==> src/rtl/weight_load_ctrl.sv <==
// weight_load_ctrl
// ----------------
// This block sequences the weight buffer of the systolic array. In LOAD it
// accepts ARRAYWIDTH row-beats from the fetch path over a valid/ready
// handshake and strobes them into the buffer. It then holds in READY until the
// array asks for the weights. On that request it asserts the buffer's out_en
// for exactly ARRAYWIDTH cycles (DRAIN). After the last drain cycle it pulses
// done.
//
// Ports
//   clk           : clock; all state changes on its rising edge
//   rst           : synchronous active-high reset
//   start         : one-cycle pulse that begins a load (acted on in IDLE only)
//   abort         : synchronous cancel back to IDLE from any state
//   src_valid     : upstream beat valid
//   src_ready     : a beat is accepted this cycle when src_valid is also high
//   src_weight    : one row of weights; lane i is [(i+1)*DATASIZE-1 : i*DATASIZE]
//   drain_req     : array requests the weights (acted on in READY only)
//   buf_load_en   : weight_buffer.load_en
//   buf_out_en    : weight_buffer.out_en
//   buf_in_weight : weight_buffer.in_weight (combinational copy of src_weight)
//   loaded        : weights resident and not yet drained
//   busy          : controller is not IDLE
//   done          : one-cycle pulse after the final drain cycle
module weight_load_ctrl #(
    parameter int ARRAYWIDTH = 8,
    parameter int DATASIZE   = 8
) (
    input  logic                           clk,
    input  logic                           rst,
    input  logic                           start,
    input  logic                           abort,
    input  logic                           src_valid,
    output logic                           src_ready,
    input  logic [ARRAYWIDTH*DATASIZE-1:0] src_weight,
    input  logic                           drain_req,
    output logic                           buf_load_en,
    output logic                           buf_out_en,
    output logic [ARRAYWIDTH*DATASIZE-1:0] buf_in_weight,
    output logic                           loaded,
    output logic                           busy,
    output logic                           done
);

    localparam int            CW   = $clog2(ARRAYWIDTH) + 1;
    localparam logic [CW-1:0] LAST = CW'(ARRAYWIDTH - 1);

    typedef enum logic [1:0] {
        IDLE  = 2'd0,
        LOAD  = 2'd1,
        READY = 2'd2,
        DRAIN = 2'd3
    } state_t;

    state_t        state, state_nxt;
    logic [CW-1:0] cnt, cnt_nxt;
    logic          done_nxt;

    // The buffer samples in_weight only when load_en is high, so the row is
    // passed straight through in every state.
    assign buf_in_weight = src_weight;

    // State register. done is registered so that it lands in the cycle after
    // the final drain strobe.
    always_ff @(posedge clk) begin
        if (rst) begin
            state <= IDLE;
            cnt   <= '0;
            done  <= 1'b0;
        end else begin
            state <= state_nxt;
            cnt   <= cnt_nxt;
            done  <= done_nxt;
        end
    end

    always_comb begin
        state_nxt   = state;
        cnt_nxt     = cnt;
        done_nxt    = 1'b0;

        // The strobes come from the current state only. An abort therefore
        // still lets the beat of this cycle go through, and it suppresses the
        // strobes of the next cycle.
        src_ready   = (state == LOAD);
        buf_out_en  = (state == DRAIN);
        loaded      = (state == READY);
        busy        = (state != IDLE);
        buf_load_en = src_valid & src_ready;

        if (abort) begin
            state_nxt = IDLE;
            cnt_nxt   = '0;
        end else begin
            unique case (state)
                IDLE: begin
                    // start wins when it arrives together with drain_req.
                    // drain_req has no meaning in IDLE.
                    if (start) begin
                        state_nxt = LOAD;
                        cnt_nxt   = '0;
                    end
                end
                LOAD: begin
                    if (buf_load_en) begin
                        if (cnt == LAST) begin
                            state_nxt = READY;
                            cnt_nxt   = '0;
                        end else begin
                            cnt_nxt = cnt + CW'(1);
                        end
                    end
                end
                READY: begin
                    if (drain_req) begin
                        state_nxt = DRAIN;
                        cnt_nxt   = '0;
                    end
                end
                DRAIN: begin
                    if (cnt == LAST) begin
                        state_nxt = IDLE;
                        cnt_nxt   = '0;
                        done_nxt  = 1'b1;
                    end else begin
                        cnt_nxt = cnt + CW'(1);
                    end
                end
                default: begin
                    state_nxt = IDLE;
                    cnt_nxt   = '0;
                end
            endcase
        end
    end

endmodule

==> config.mk <==
export PLATFORM = sky130hd
export DESIGN_NAME = weight_load_ctrl
export DESIGN_NICKNAME = d
export VERILOG_FILES = /design/src/rtl/weight_load_ctrl.sv
export SDC_FILE = /design/constraint.sdc
export NUM_CORES = 1
export LEC_CHECK = 0
export ABC_AREA = 1
export BUFFER_PORTS_ARGS = -buffer_cell sky130_fd_sc_hd__buf_2
export CORE_ASPECT_RATIO = 1.75
export CORE_MARGIN = 1
export CORE_UTILIZATION = 30
export DETAILED_ROUTE_END_ITERATION = 10
export GPL_ROUTABILITY_DRIVEN = 0
export PLACE_DENSITY_LB_ADDON = 0.25
export SETUP_SLACK_MARGIN = 0.3
export SLEW_MARGIN = 20
export SYNTH_ARGS = -nofsm -noshare
export SYNTH_HDL_FRONTEND = slang
export SYNTH_SLANG_ARGS = --single-unit
==> constraint.sdc <==
create_clock -name clk -period 1.5 [get_ports clk]
set_input_delay 0.15 -clock clk [delete_from_list [all_inputs] [get_ports clk]]
set_output_delay 0.15 -clock clk [all_outputs]
set_load 0.1 [all_outputs]
Word-level counts from Yosys, hierarchy flattened
Index checks and enable logic that the tools add are counted.
Storage, ports and cells
  bits in registers: 7
  latch bits: 0
  bits in writable memories: 0
  bits in read-only memories: 0
  input port bits: 70
  word-level logic and storage cells: 33
  memories kept: 0
Cells by class
  add/subtract/negate cells: 1
  multipliers: 0
  div/mod/pow operators: 0
  order comparisons: 0
  equality and inequality tests: 9
  shifts and indexed selects: 0
  mux-type cells: 12
  bitwise logic cells: 2
  reductions and logical operators: 6
Operator list (number)
  $mux W4: 4
  $pmux W4 S4: 1
  $mux W2: 5
  $pmux W2 S4: 1
  $ne A2 B1 Y1 const B: 3
  $reduce_and A5 Y1: 1
  $add A4 B1 Y4 const B: 1
  $eq A2 B2 Y1 const B: 2
  $eq A4 B3 Y1 const B: 1
  $ne A2 B2 Y1 const B: 2
  $reduce_and A3 Y1: 1
  $reduce_or A3 Y1: 1
  $eq A2 B1 Y1 const B: 1
  $logic_not A2 Y1: 1
  $reduce_bool A2 Y1: 1
  $reduce_or A2 Y1: 1
  $and A1 B1 Y1: 1
  $mux W1: 1
  $not A1 Y1: 1

Logic depth before layout (Yosys ltp)
  depth after elaboration: 4
  gate-level depth with buffers: 9

Least setup slack after synthesis
No wires, ideal clock.
  path type: register to output
  from: reg state[1]
  to: out buf_load_en
  arrival: 1.995 ns
  path slack: -0.645 ns
  stages on the path, launching flop included: 5
  buffers on the path: 0
  cell sequence: dfxtp_1 > inv_1 > ha_1 > nand2_1 > inv_1
Between the ends
  longest elaborated chain between the ends: 2
RTL lines
  start, declared: line 55  | state_t state, state_nxt;
  start signal, assigned: line 71  | state <= state_nxt;
  $eq A2 B1 Y1: line 85  | src_ready = (state == LOAD);
  named net src_ready: line 34  | output logic src_ready,
  $and A1 B1 Y1: line 89  | buf_load_en = src_valid & src_ready;
  end, declared: line 37  | output logic buf_load_en,
The timed path passes the listed nets, and every way through them passes these cells.

Worst setup path in the final report
  from: reg state[1]
  to: out buf_load_en
Between the ends
  longest elaborated chain between the ends: 2
RTL lines (line)
  $eq A2 B1 Y1: 85
  $and A1 B1 Y1: 89
No other way between the ends.

==> results by group <==
Synthesis
  – Share of the synthesized area in the top cell type: 0.4948
  – Mux cell area share after synthesis: 0
  – Post-Synth XOR/XNOR Area: 0
  – Mean post-synth cell area: 7.412 sq um
  – EDFF count, synth: 0
  – Seq cells post-synth: 7
  – Synth Instances: between 100 and 150
  – Simple-Gate Fraction of Synth Area: 0.2075
  – Syn nets: 207
  – Main combinational cell family by area after synthesis: buffers and inverters
  – Distinct cell type count after synthesis: 19
  – Synth area leaders: buf_4 (49%), dfxtp_1 (14%), ha_1 (7.7%)
  – Sequential share of the synthesized area: 0.1443
  – Compound-Gate Fraction of Synth Area: 0.02964
  – Adder-Cell Fraction of Synth Area: 0.07732
  – Synth Warn #: 0
  – Most common cell in the synthesized netlist: buf_4
  – Commonest cells post-synth: buf_4 (64), nand2_1 (13), nor2_1 (10)
  – Top FF cell, synth: dfxtp_1
  – Ys async rst share: 0
  – Synth Cell Area: approximately 970 sq um
  – Yosys top cell by area: buf_4

Clock network
  – Clk root buf: clkbuf_8
  – Num CTS Buffers: 3
  – # clock sinks: 7
  – Maximum clock path buffer count: 2
  – Clk Latency, worst-skew pair: approximately 0.23 ns
  – Post-CTS Hold Buffers: 0
  – Worst-path clk slew: about 0.040 ns
  – CTS tree: yes
  – Htree depth: 1

Timing
  – Slew Limit Fails: 0
  – Final worst-path cycle share: 0.8731
  – WHS: 0.2487 ns
  – Final hold violations: 0
  – Final setup viols: 0
  – Setup skew after layout: between 0.001 and 0.0015 ns
  – Worst slew pin tran: between 0.4 and 0.5 ns
  – Final worst slack: 0.1904 ns
  – Slew headroom: 0.6740
  – Final min period: about 1.3 ns
  – Max frequency: between 700 and 800 MHz
  – TNS Setup: 0 ns
  – RSZ-0062 raised after global routing: true

Cells and area
  – Layout cells sized above 1: 0.5529
  – Fill count: 350
  – Diodes inserted: 0
  – Area of the multi-input gates: roughly 400 sq um
  – Layout Nets: ~160
  – Register area: 147.6 sq um
  – Synthesis-to-layout area growth: -10.31%

Global routing
  – GRT Resource Usage Total: 0.09896
  – Initial antenna violation count: 0
  – Largest net degree at the start of global routing: 7
  – Total gr overflow: 0
  – First-pass GRT wire length: about 2600 um
  – Number of global-route vias before repair: between 500 and 600

Setup path
  – Worst-path fanout max: 4
  – Worst Path Arrival: 1.16 ns
  – Crit path kind: reg2out
  – Startpoint Class: flop
  – Critical Path Sink Type: output pin
  – Worst reg2reg setup slack: 0.25 ns
  – Req. time, crit path: between 1 and 1.5 ns

Power
  – Peak supply drop: a little under 0.0008 V
  – Leakage: approximately 0.00036 uW
  – Pwr/cell area: between 900 and 1000 mW/mm^2

Route
  – Average wire per cell in the routed design: about 13 um
  – Post-DRT Antenna Nets: 0
  – Final wirelength: about 1600 um
  – DRT iter0 DRCs: 14
  – Drt pass-1 iters: 3
  – DR DRC count: 0
  – Vias: ~540
  – Vias per cell: roughly 4.2

Run
  – MaxCap Viol Count: 0

Floorplan
  – Die Width: between 40 and 50 um
  – DIE AREA: around 0.0035 sq mm
  – Std-Cell Rows: 27
  – IO Pins: 140
  – Initial Utilization: 0.3124
  – Core area: between 0.003 and 0.004 sq mm
  – Die H: 77.26 um

Outcome
  – Status: completed

Worst hold path
  – Hold/Removal Path Class: in2reg

Place
  – Port Buffers: 11
  – HPWL Detailed: between 1000 and 1500 um
  – DP Worst Slack: between 0.1 and 0.15 ns
-- worst paths after layout --
kind | from | end | cells past startpoint
worst max register to register | state[1] | cnt[1] | 7
worst min register to register | cnt[3] | cnt[3] | 2
worst min-delay path | abort | done | 4
worst max-delay path | state[1] | buf_load_en | 5
-- timing repair --
item / 4_1_cts / 5_1_grt
setup endpoints to repair: 10 / 11
pin swaps: 5 / 3
buffers inserted: 3 / 0
gates resized for setup: 16 / 6
hold endpoints to repair: 0 / 0
-- layer usage --
metal | GRT usage | part of all wire | vias up
met5 | 0 | 0 | -
met4 | 0.1273 | 0.096 | 0
met3 | 0.03529 | 0.13 | 40
met2 | 0.1435 | 0.48 | 33
met1 | 0.08819 | 0.29 | 229
li1 | - | - | 241
-- worst max-delay path, cell delays in order, from the launching register on --
cell and delay [ns]:
dfxtp_4 0.37, inv_4 0.05, ha_4 0.19, nand2_4 0.07, clkinvlp_4 0.08, buf_12 0.16
-- final cells by class --
cell class,count,area share
Inverter,12,0.06609
Timing Repair Buffer,14,0.1897
Tap cell,43,0.06178
Clock buffer,4,0.05172
Sequential cell,7,0.1695
Multi-Input combinational cell,48,0.4612
-- kinds of logic after synthesis --
logic type / after synthesis
buf+inv: 76
simple gates: 37
flops: 7
fa+ha+maj: 6
compound gates: 5
-- sequential cells by signal, indices dropped and copies added (netlist names) --
signal  flops
state       2
done        1
cnt         4
-- metrics by stage --
| step | instance area [sq um] | util | total power, uW | cells |
|---|---|---|---|---|
| finish | 870.8 | 0.2802 | 797.2 | 128 |
| global route | 870.8 | 0.2802 | 840.9 | 128 |
| CTS | 847.1 | 0.2725 | 796.1 | 128 |
| detailed placement | 706.9 | 0.2275 | 479.3 | 121 |
| global placement | 706.9 | 0.2275 | 481.3 | 121 |
| floorplan | 1033 | - | 1218 | 131 |
-- where the power goes --
group | switching, uW | internal [uW] | total [uW]
Clock | 80.0 | 184 | 264
Combinational | 198 | 131 | 328
Sequential | 12.0 | 193 | 205
Total | 290 | 508 | 797
-- placed cells by master (no fill, tap or decap), types with 2 or more instances in the layout --
| cell type | n |
|---|---|
| a21oi_1 | 3 |
| buf_12 | 6 |
| buf_2 | 6 |
| buf_4 | 2 |
| clkbuf_8 | 3 |
| clkinvlp_4 | 2 |
| dfxtp_1 | 5 |
| dfxtp_4 | 2 |
| ha_1 | 2 |
| ha_4 | 4 |
| inv_1 | 5 |
| inv_2 | 3 |
| inv_4 | 2 |
| nand2_1 | 9 |
| nand2_2 | 3 |
| nand2_4 | 4 |
| nand3_1 | 2 |
| nand3_2 | 2 |
| nor2_1 | 9 |
| nor2_4 | 4 |
No activity file was read; power rests on OpenSTA's default activity.
